$ cat config.mk
export PLATFORM = sky130hd
export DESIGN_NAME = uart_tx
export DESIGN_NICKNAME = d
export VERILOG_FILES = /design/src/rtl/uart_pkg.sv /design/src/rtl/uart_tx_baud_cnt.sv /design/src/rtl/uart_tx.sv
export SDC_FILE = /design/constraint.sdc
export NUM_CORES = 1
export LEC_CHECK = 0
export ABC_AREA = 1
export BUFFER_PORTS_ARGS = -buffer_cell sky130_fd_sc_hd__buf_2
export CORE_MARGIN = 3
export CORE_UTILIZATION = 43
export CTS_BUF_LIST = sky130_fd_sc_hd__clkbuf_8
export DETAILED_ROUTE_END_ITERATION = 10
export SETUP_SLACK_MARGIN = 0.5
export SLEW_MARGIN = 15
export SYNTH_ARGS = -nofsm -noshare
export SYNTH_HDL_FRONTEND = slang
export SYNTH_SLANG_ARGS = --single-unit
$ cat constraint.sdc
create_clock -name clk_i -period 3.4 [get_ports clk_i]
set_clock_uncertainty 0.15 [all_clocks]
set_input_delay 0.34 -clock clk_i [delete_from_list [all_inputs] [get_ports clk_i]]
set_output_delay 0.34 -clock clk_i [all_outputs]
set_load 0.03 [all_outputs]
$ cat src/rtl/uart_pkg.sv
// Shared constants for the UART transmitter: FSM state encodings and parity modes.
// Latency: n/a (constants only).
// Backpressure: n/a.
package uart_pkg;

  // FSM state encoding, kept as plain constants so legacy tools can consume it
  localparam int unsigned STATE_W   = 3;
  localparam logic [2:0]  ST_IDLE   = 3'd0;
  localparam logic [2:0]  ST_START  = 3'd1;
  localparam logic [2:0]  ST_DATA   = 3'd2;
  localparam logic [2:0]  ST_PARITY = 3'd3;
  localparam logic [2:0]  ST_STOP   = 3'd4;

  // Parity mode: value XORed onto the even parity of the data bits
  localparam logic PARITY_EVEN = 1'b0;
  localparam logic PARITY_ODD  = 1'b1;

  // Width of the bit index used for data bits (up to 9) and stop bits (up to 2)
  localparam int unsigned BIT_IDX_W = 4;

endpackage

$ cat src/rtl/uart_tx_baud_cnt.sv
// Bit-period timer: counts clock cycles and pulses tick on the last cycle of each bit period.
// Latency: tick is combinational from the count; count restarts the cycle after clear or tick.
// Backpressure: none; clear has priority and holds the count at zero.
module baud_cnt #(
  parameter int unsigned DIV = 868
) (
  input  logic clk_i,
  input  logic rst_ni,
  input  logic clear_i,
  output logic tick_o
);

  localparam int unsigned W = (DIV > 1) ? $clog2(DIV) : 1;
  localparam logic [W-1:0] LAST = W'(DIV - 1);

  logic [W-1:0] r_cnt;
  logic         w_tick;

  assign w_tick = (r_cnt == LAST);
  assign tick_o = w_tick;

  // Count cycles within the bit period, wrapping to zero on tick or clear
  always_ff @(posedge clk_i) begin
    if (!rst_ni) begin
      r_cnt <= '0;
    end else if (clear_i || w_tick) begin
      r_cnt <= '0;
    end else begin
      r_cnt <= r_cnt + W'(1);
    end
  end

endmodule

$ cat src/rtl/uart_tx.sv
// UART transmitter: pops words from a first-word-fall-through FIFO and serialises start/data/parity/stop.
// Latency: start bit appears on tx_o the cycle after the pop; frame is (1+B+PAR_EN+SB)*DIV cycles.
// Backpressure: pops only when idle (or on the last stop cycle) and the FIFO is non-empty, once per frame.
module uart_tx
  import uart_pkg::*;
#(
  parameter int unsigned B       = 8,
  parameter int unsigned DIV     = 868,
  parameter int unsigned PAR_EN  = 0,
  parameter int unsigned PAR_ODD = 0,
  parameter int unsigned SB      = 1
) (
  input  logic         clk_i,
  input  logic         rst_ni,
  input  logic         fifo_empty_i,
  input  logic [B-1:0] fifo_data_bi,
  output logic         fifo_rd_o,
  output logic         tx_o,
  output logic         busy_o
);

  localparam logic [BIT_IDX_W-1:0] LAST_DATA = BIT_IDX_W'(B - 1);
  localparam logic [BIT_IDX_W-1:0] LAST_STOP = BIT_IDX_W'(SB - 1);
  localparam logic                 PAR_MODE  = (PAR_ODD != 0) ? PARITY_ODD : PARITY_EVEN;

  logic [STATE_W-1:0]   r_state;
  logic [BIT_IDX_W-1:0] r_bit;
  logic [B-1:0]         r_shift;
  logic                 r_par;
  logic                 r_tx;

  logic                 w_tick;
  logic                 w_pop;
  logic [STATE_W-1:0]   w_state_nxt;
  logic [BIT_IDX_W-1:0] w_bit_nxt;
  logic [B-1:0]         w_shift_nxt;
  logic                 w_tx_nxt;

  // The counter is held at zero while idle, so START always gets a full period;
  // every later state entry coincides with a tick, which wraps the count itself.
  baud_cnt #(
    .DIV (DIV)
  ) u_baud_cnt (
    .clk_i   (clk_i),
    .rst_ni  (rst_ni),
    .clear_i (r_state == ST_IDLE),
    .tick_o  (w_tick)
  );

  // Next-state, bit index, shift register and pop decision
  always_comb begin
    w_pop       = 1'b0;
    w_state_nxt = r_state;
    w_bit_nxt   = r_bit;
    w_shift_nxt = r_shift;
    case (r_state)
      ST_IDLE: begin
        if (!fifo_empty_i) w_pop = 1'b1;
      end
      ST_START: begin
        if (w_tick) begin
          w_state_nxt = ST_DATA;
          w_bit_nxt   = '0;
        end
      end
      ST_DATA: begin
        if (w_tick) begin
          w_shift_nxt = r_shift >> 1;
          if (r_bit == LAST_DATA) begin
            w_bit_nxt   = '0;
            w_state_nxt = (PAR_EN != 0) ? ST_PARITY : ST_STOP;
          end else begin
            w_bit_nxt = r_bit + BIT_IDX_W'(1);
          end
        end
      end
      ST_PARITY: begin
        if (w_tick) begin
          w_state_nxt = ST_STOP;
          w_bit_nxt   = '0;
        end
      end
      ST_STOP: begin
        if (w_tick) begin
          if (r_bit == LAST_STOP) begin
            w_bit_nxt = '0;
            // Gapless chaining: a waiting word starts its frame right away
            if (!fifo_empty_i) w_pop = 1'b1;
            else               w_state_nxt = ST_IDLE;
          end else begin
            w_bit_nxt = r_bit + BIT_IDX_W'(1);
          end
        end
      end
      default: w_state_nxt = ST_IDLE;
    endcase
    if (w_pop) begin
      w_state_nxt = ST_START;
      w_shift_nxt = fifo_data_bi;
      w_bit_nxt   = '0;
    end
  end

  // Line level for the coming cycle, derived from where the FSM is heading
  always_comb begin
    w_tx_nxt = 1'b1;
    case (w_state_nxt)
      ST_START:  w_tx_nxt = 1'b0;
      ST_DATA:   w_tx_nxt = w_shift_nxt[0];
      ST_PARITY: w_tx_nxt = r_par;
      default:   w_tx_nxt = 1'b1;
    endcase
  end

  // State, datapath and registered line output
  always_ff @(posedge clk_i) begin
    if (!rst_ni) begin
      r_state <= ST_IDLE;
      r_bit   <= '0;
      r_shift <= '0;
      r_par   <= 1'b0;
      r_tx    <= 1'b1;
    end else begin
      r_state <= w_state_nxt;
      r_bit   <= w_bit_nxt;
      r_shift <= w_shift_nxt;
      r_tx    <= w_tx_nxt;
      if (w_pop) r_par <= (^fifo_data_bi) ^ PAR_MODE;
    end
  end

  // Reset gates the pop so a held-off FIFO is never drained while in reset
  assign fifo_rd_o = w_pop & rst_ni;
  assign tx_o      = r_tx;
  assign busy_o    = (r_state != ST_IDLE);

endmodule

# ---- Yosys cells after proc, flatten, opt, wreduce, memory -nomap -nowiden
# Cells that the tools add are included.
dict set report word_totals {
  romBits 0
  wordCells 59
  memories 0
  ram_bits 0
  latch_bits 0
  regBits 27
}
dict set report classes {
  add_sub_neg 2
  eq_ne 12
  bitwise_logic 2
  n_lt_le_gt_ge 0
  n_reduce_logical 13
  shift 0
  mul 0
  muxes 23
  n_div 0
}
# op count
set op_table {}
lappend op_table {{2-to-1 mux 3 bit} 8}
lappend op_table {{2-to-1 mux 8 bit} 3}
lappend op_table {{2-to-1 mux 4 bit} 5}
lappend op_table {{case mux 3 bit (5 select lines)} 1}
lappend op_table {{== test 3 x 2 -> 1 bit (second input constant)} 4}
lappend op_table {{case mux 4 bit (3 select lines)} 1}
lappend op_table {{adder 10 x 1 -> 10 bit (second input constant)} 1}
lappend op_table {{== test 10 bit (second input constant)} 1}
lappend op_table {{XOR reduction 8 bit} 1}
lappend op_table {{== test 3 x 1 -> 1 bit (second input constant)} 2}
lappend op_table {{inequality test 2 x 1 -> 1 bit (second input constant)} 3}
lappend op_table {{nonzero test 3 bit} 2}
lappend op_table {{OR reduction 2 bit} 3}
lappend op_table {{adder 4 x 1 -> 4 bit (second input constant)} 1}
lappend op_table {{== test 4 x 3 -> 1 bit (second input constant)} 1}
lappend op_table {{zero test 4 bit} 1}
lappend op_table {{AND reduction 4 bit} 1}
lappend op_table {{nonzero test 2 bit} 2}
lappend op_table {{== test 3 bit (second input constant)} 1}
lappend op_table {{zero test 3 bit} 1}
lappend op_table {{2-to-1 mux 1 bit} 3}
lappend op_table {{case mux 1 bit (3 select lines)} 1}
lappend op_table {{case mux 1 bit (2 select lines)} 1}
lappend op_table {{AND reduction 2 bit} 1}
lappend op_table {{3 further kinds} 3}

# ---- Logic depth before layout (Yosys ltp)
dict set report logic_depth {
  depth_word 7
  mapped_depth 11
  depth_no_buf 11
}

# ---- By module
# Synthesis repeated with hierarchy kept, for this count alone.
dict set report hier_totals {
  cells_unflattened 226
  area_unflattened_um2 1570.3
}
# mod seq_area_each_um2 cells_per_inst n_inst area_per_inst_um2
set by_module_without_submodules {}
lappend by_module_without_submodules {uart_tx 340.3 164 1 1083.5}
lappend by_module_without_submodules {baud_cnt 200.2 62 1 486.7}

# ---- Worst setup path before layout
# Ideal clock, no wire load.
dict set report synth_timing {
  path_type {reg2out}
  startpoint {reg u_baud_cnt.r_cnt[0]}
  endpoint {out fifo_rd_o}
  required_ns 2.910
  n_path_buf 0
  path_slack_ns 1.610
  arrival_time_ns 1.300
  stages_incl_launch_ff 8
  path_cell_list {dfxtp_1 -> ha_1 -> nand2_1 -> nor2_4 -> nand3_2 -> nand2_2 -> nand2_4 -> nor2_8}
}
dict set report synth_via {
  elab_chain_cells 4
}
# item line_no
set synth_rtl {}
lappend synth_rtl {{start, declared} uart_tx_baud_cnt.sv:16} ;# logic [W-1:0] r_cnt;
lappend synth_rtl {{start signal, assigned} uart_tx_baud_cnt.sv:29} ;# r_cnt <= r_cnt + W'(1);
lappend synth_rtl {{== test 10 bit} uart_tx_baud_cnt.sv:19} ;# assign w_tick = (r_cnt == LAST);
lappend synth_rtl {{2-to-1 mux 1 bit} uart_tx.sv:84} ;# if (w_tick) begin
lappend synth_rtl {{case mux 1 bit (2 select lines)} uart_tx.sv:56} ;# case (r_state)
lappend synth_rtl {{bitwise AND 1 bit} uart_tx.sv:133} ;# assign fifo_rd_o = w_pop & rst_ni;
lappend synth_rtl {{end, declared} uart_tx.sv:17} ;# output logic fifo_rd_o,
# No other way between the ends.

# ---- Worst setup path in the final report
# Same ends and word-level chain as after synthesis.

==> flow_metrics.env <==
export IMPL_status="finished, final reports clean"
export IMPL_finalNonFillerCells=286
export IMPL_p_per_area_mw_per_mm2=347
export IMPL_fin_setup_tns_ns=0
export IMPL_worst_path_largest_cell_delay_ns=0.36
export IMPL_worst_r2r_path_depth=10
export IMPL_grt_overflow=0
export IMPL_final_hold_violation_count=0
export IMPL_die_y_um=66.3
export IMPL_cap_viol_max_count=0
export IMPL_die_area_mm2=0.00439
export IMPL_grt_util_all_layers_pct=16.2
export IMPL_layout_commonest_cell="nand2_1"
export IMPL_placed_area_mm2=0.00169
export IMPL_clock_tree_buffer_depth=2
export IMPL_postCtsResizedCells=0
export IMPL_antenna_left=0
export IMPL_grt_max_degree=17
export IMPL_cp_end_kind="primary output"
export IMPL_synth_area_leaders="dfxtp_1, nand2_1, nand3_1"
export IMPL_start_util_pct=45.8
export IMPL_insertion_delay_ns=0.27
export IMPL_synth_top_area_share_pct=34.6
export IMPL_firstDrtPassIters=4
export IMPL_place_gp_congestion=0.871
export IMPL_route_detailed_drc=0
export IMPL_dpl_cell_count=282
export IMPL_max_slew_margin_rel_pct=80.3
export IMPL_vias=1377
export IMPL_holdCritPathClass="input pin to flip-flop"
export IMPL_worstSetupPathType="flip-flop to primary output"
export IMPL_dpl_worst_slack_ns=1.34
export IMPL_synthCells=223
export IMPL_first_global_vias=1235
export IMPL_required_ns=2.91
export IMPL_worstPathCellList="ha_1 > nand2_1 > nor2_4 > nand3_2 > nand2_2 > nand2_4 > nor2_8 > buf_2"
export IMPL_power_mw=0.602
export IMPL_drtIter0Drc=56
export IMPL_yosysSeqAreaShare_pct=34.6
export IMPL_root_buffer="clkbuf_8"
export IMPL_layout_worst_path_cycle_share_pct=69.4
export IMPL_cts_hold_fix_buffers=0
export IMPL_fin_area_mm2=0.00173
export IMPL_insertedDiodeCount=0
export IMPL_tightestPinTransition_ns=0.295
export IMPL_antenna_found_initial=0
export IMPL_core_mm2=0.00342
export IMPL_cts_max_level=1
export IMPL_rsz0062_at_grt="false"
export IMPL_setup_viol=0
export IMPL_synth_top_area_cell="dfxtp_1"
export IMPL_cp_start_kind="flip-flop"
export IMPL_cts_tree="done"
export IMPL_drive_gt1_share_pct=17.1
export IMPL_leakage_nw=0.767
export IMPL_synth_seq_cells=27
export IMPL_finalWorstSetupSlack_ns=1.04
export IMPL_cts_setup_buffers=0
export IMPL_netlist_area_mm2=0.00156
export IMPL_vias_per_cell=4.81
export IMPL_clkTransAtPathRegs_ns=0.09
export IMPL_syn_area_per_cell_um2=7.01
export IMPL_hold_slack_ns=0.134
export IMPL_final_util_pct=50.8
export IMPL_layout_min_cycle_time_ns=2.36
export IMPL_ir_drop_v=0.000279
export IMPL_die_x_um=66.3
export IMPL_layout_common_cells="nand2_1, dfxtp_1, inv_1, nor2_1, nand3_1"
export IMPL_io_buffer_count=13
export IMPL_syn_nets=237
export IMPL_hpwl_mm=2.49
export IMPL_crit_fanout=9
export IMPL_final_nets=255
export IMPL_grt_pass1_wl_mm=5.55
export IMPL_fmax_mhz=424
export IMPL_wl_mm=3.14
export IMPL_cp_slowest_cell="dfxtp_1"
export IMPL_wl_per_cell_um=11.0
export IMPL_drv_slew=0
export IMPL_ios=14
export IMPL_placementRows=21
export IMPL_ys_types=32
export IMPL_cts_buffers_inserted=3
export IMPL_cts_sinks=27
export IMPL_hold_path_depth=3
export IMPL_ys_warn_count=0
export IMPL_area_growth_pct=11.0
export IMPL_crit_arrival_ns=1.87
[final timing paths]
kind | start | endpoint | slack, ns
max | u_baud_cnt.r_cnt[0] | fifo_rd_o | 1.04
min | fifo_data_bi[6] | r_shift[6] | 0.13
max reg2reg | u_baud_cnt.r_cnt[0] | tx_o | 1.60
min reg2reg | u_baud_cnt.r_cnt[0] | u_baud_cnt.r_cnt[0] | 0.30
[kinds of logic (layout without fill, tap and decap cells)]
family                     count (synthesis)  count (layout)  share of synthesized area (%)
and+or+nand+nor                          136             136                           43.6
AOI/OAI and AO/OA                         23              23                           9.05
xor gates and xnor gates                   7               7                           3.92
buffers and inverters                     27              44                           6.48
adders and majority gates                  3               3                           2.40
DFF                                       27              27                           34.6
[metal layers]
metal  vias up  part of all wire, %  wire [um]  GRT usage (%)
met5         -                    0          0              0
met3         4                  4.1        128           3.57
met1       590                   56       1750           24.6
li1        756                    -          -              -
met2        27                   39       1240           22.6
met4         0                 0.95         30           4.57
[sequential cells by signal, summed over array words and instances, names as in the netlist]
name / cells
r_shift: 8
r_bit: 4
tx_o: 1
r_state: 3
r_par: 1
u_baud_cnt.r_cnt: 10
[cells in the mapped netlist, drive strengths merged]
master and count:
a211oi 1, a21oi 8, a22oi 1, a31oi 1, and3 1, dfxtp 27, ha 3, inv 27
nand2 68, nand2b 2, nand3 22, nand4 6, nor2 29, nor3 5, nor3b 1, nor4 1
o211ai 1, o21a 2, o21ai 9, or2 1, xnor2 4, xor2 3
[final cells by class]
class	count	area, um2
Clock inverter	1	7.51
Fill cell	369	1680
Sequential cell	27	541
Clock buffer	3	41.3
Inverter	27	101
Multi-Input combinational cell	169	921
Tap cell	46	57.6
Timing Repair Buffer	13	65.1
[worst max-delay path: cells and delay by family (launching register included)]
kind,cells,cell delay (ns)
and+or+nand+nor,6,0.81
DFF,1,0.36
buffers and inverters,1,0.22
adders and majority gates,1,0.20
[power breakdown]
part           internal [mW]  total, mW  switching, mW
clock network         0.0833      0.187          0.104
registers              0.327      0.332        0.00444
logic                 0.0304     0.0832         0.0527
(Power assumes the default switching activity.)
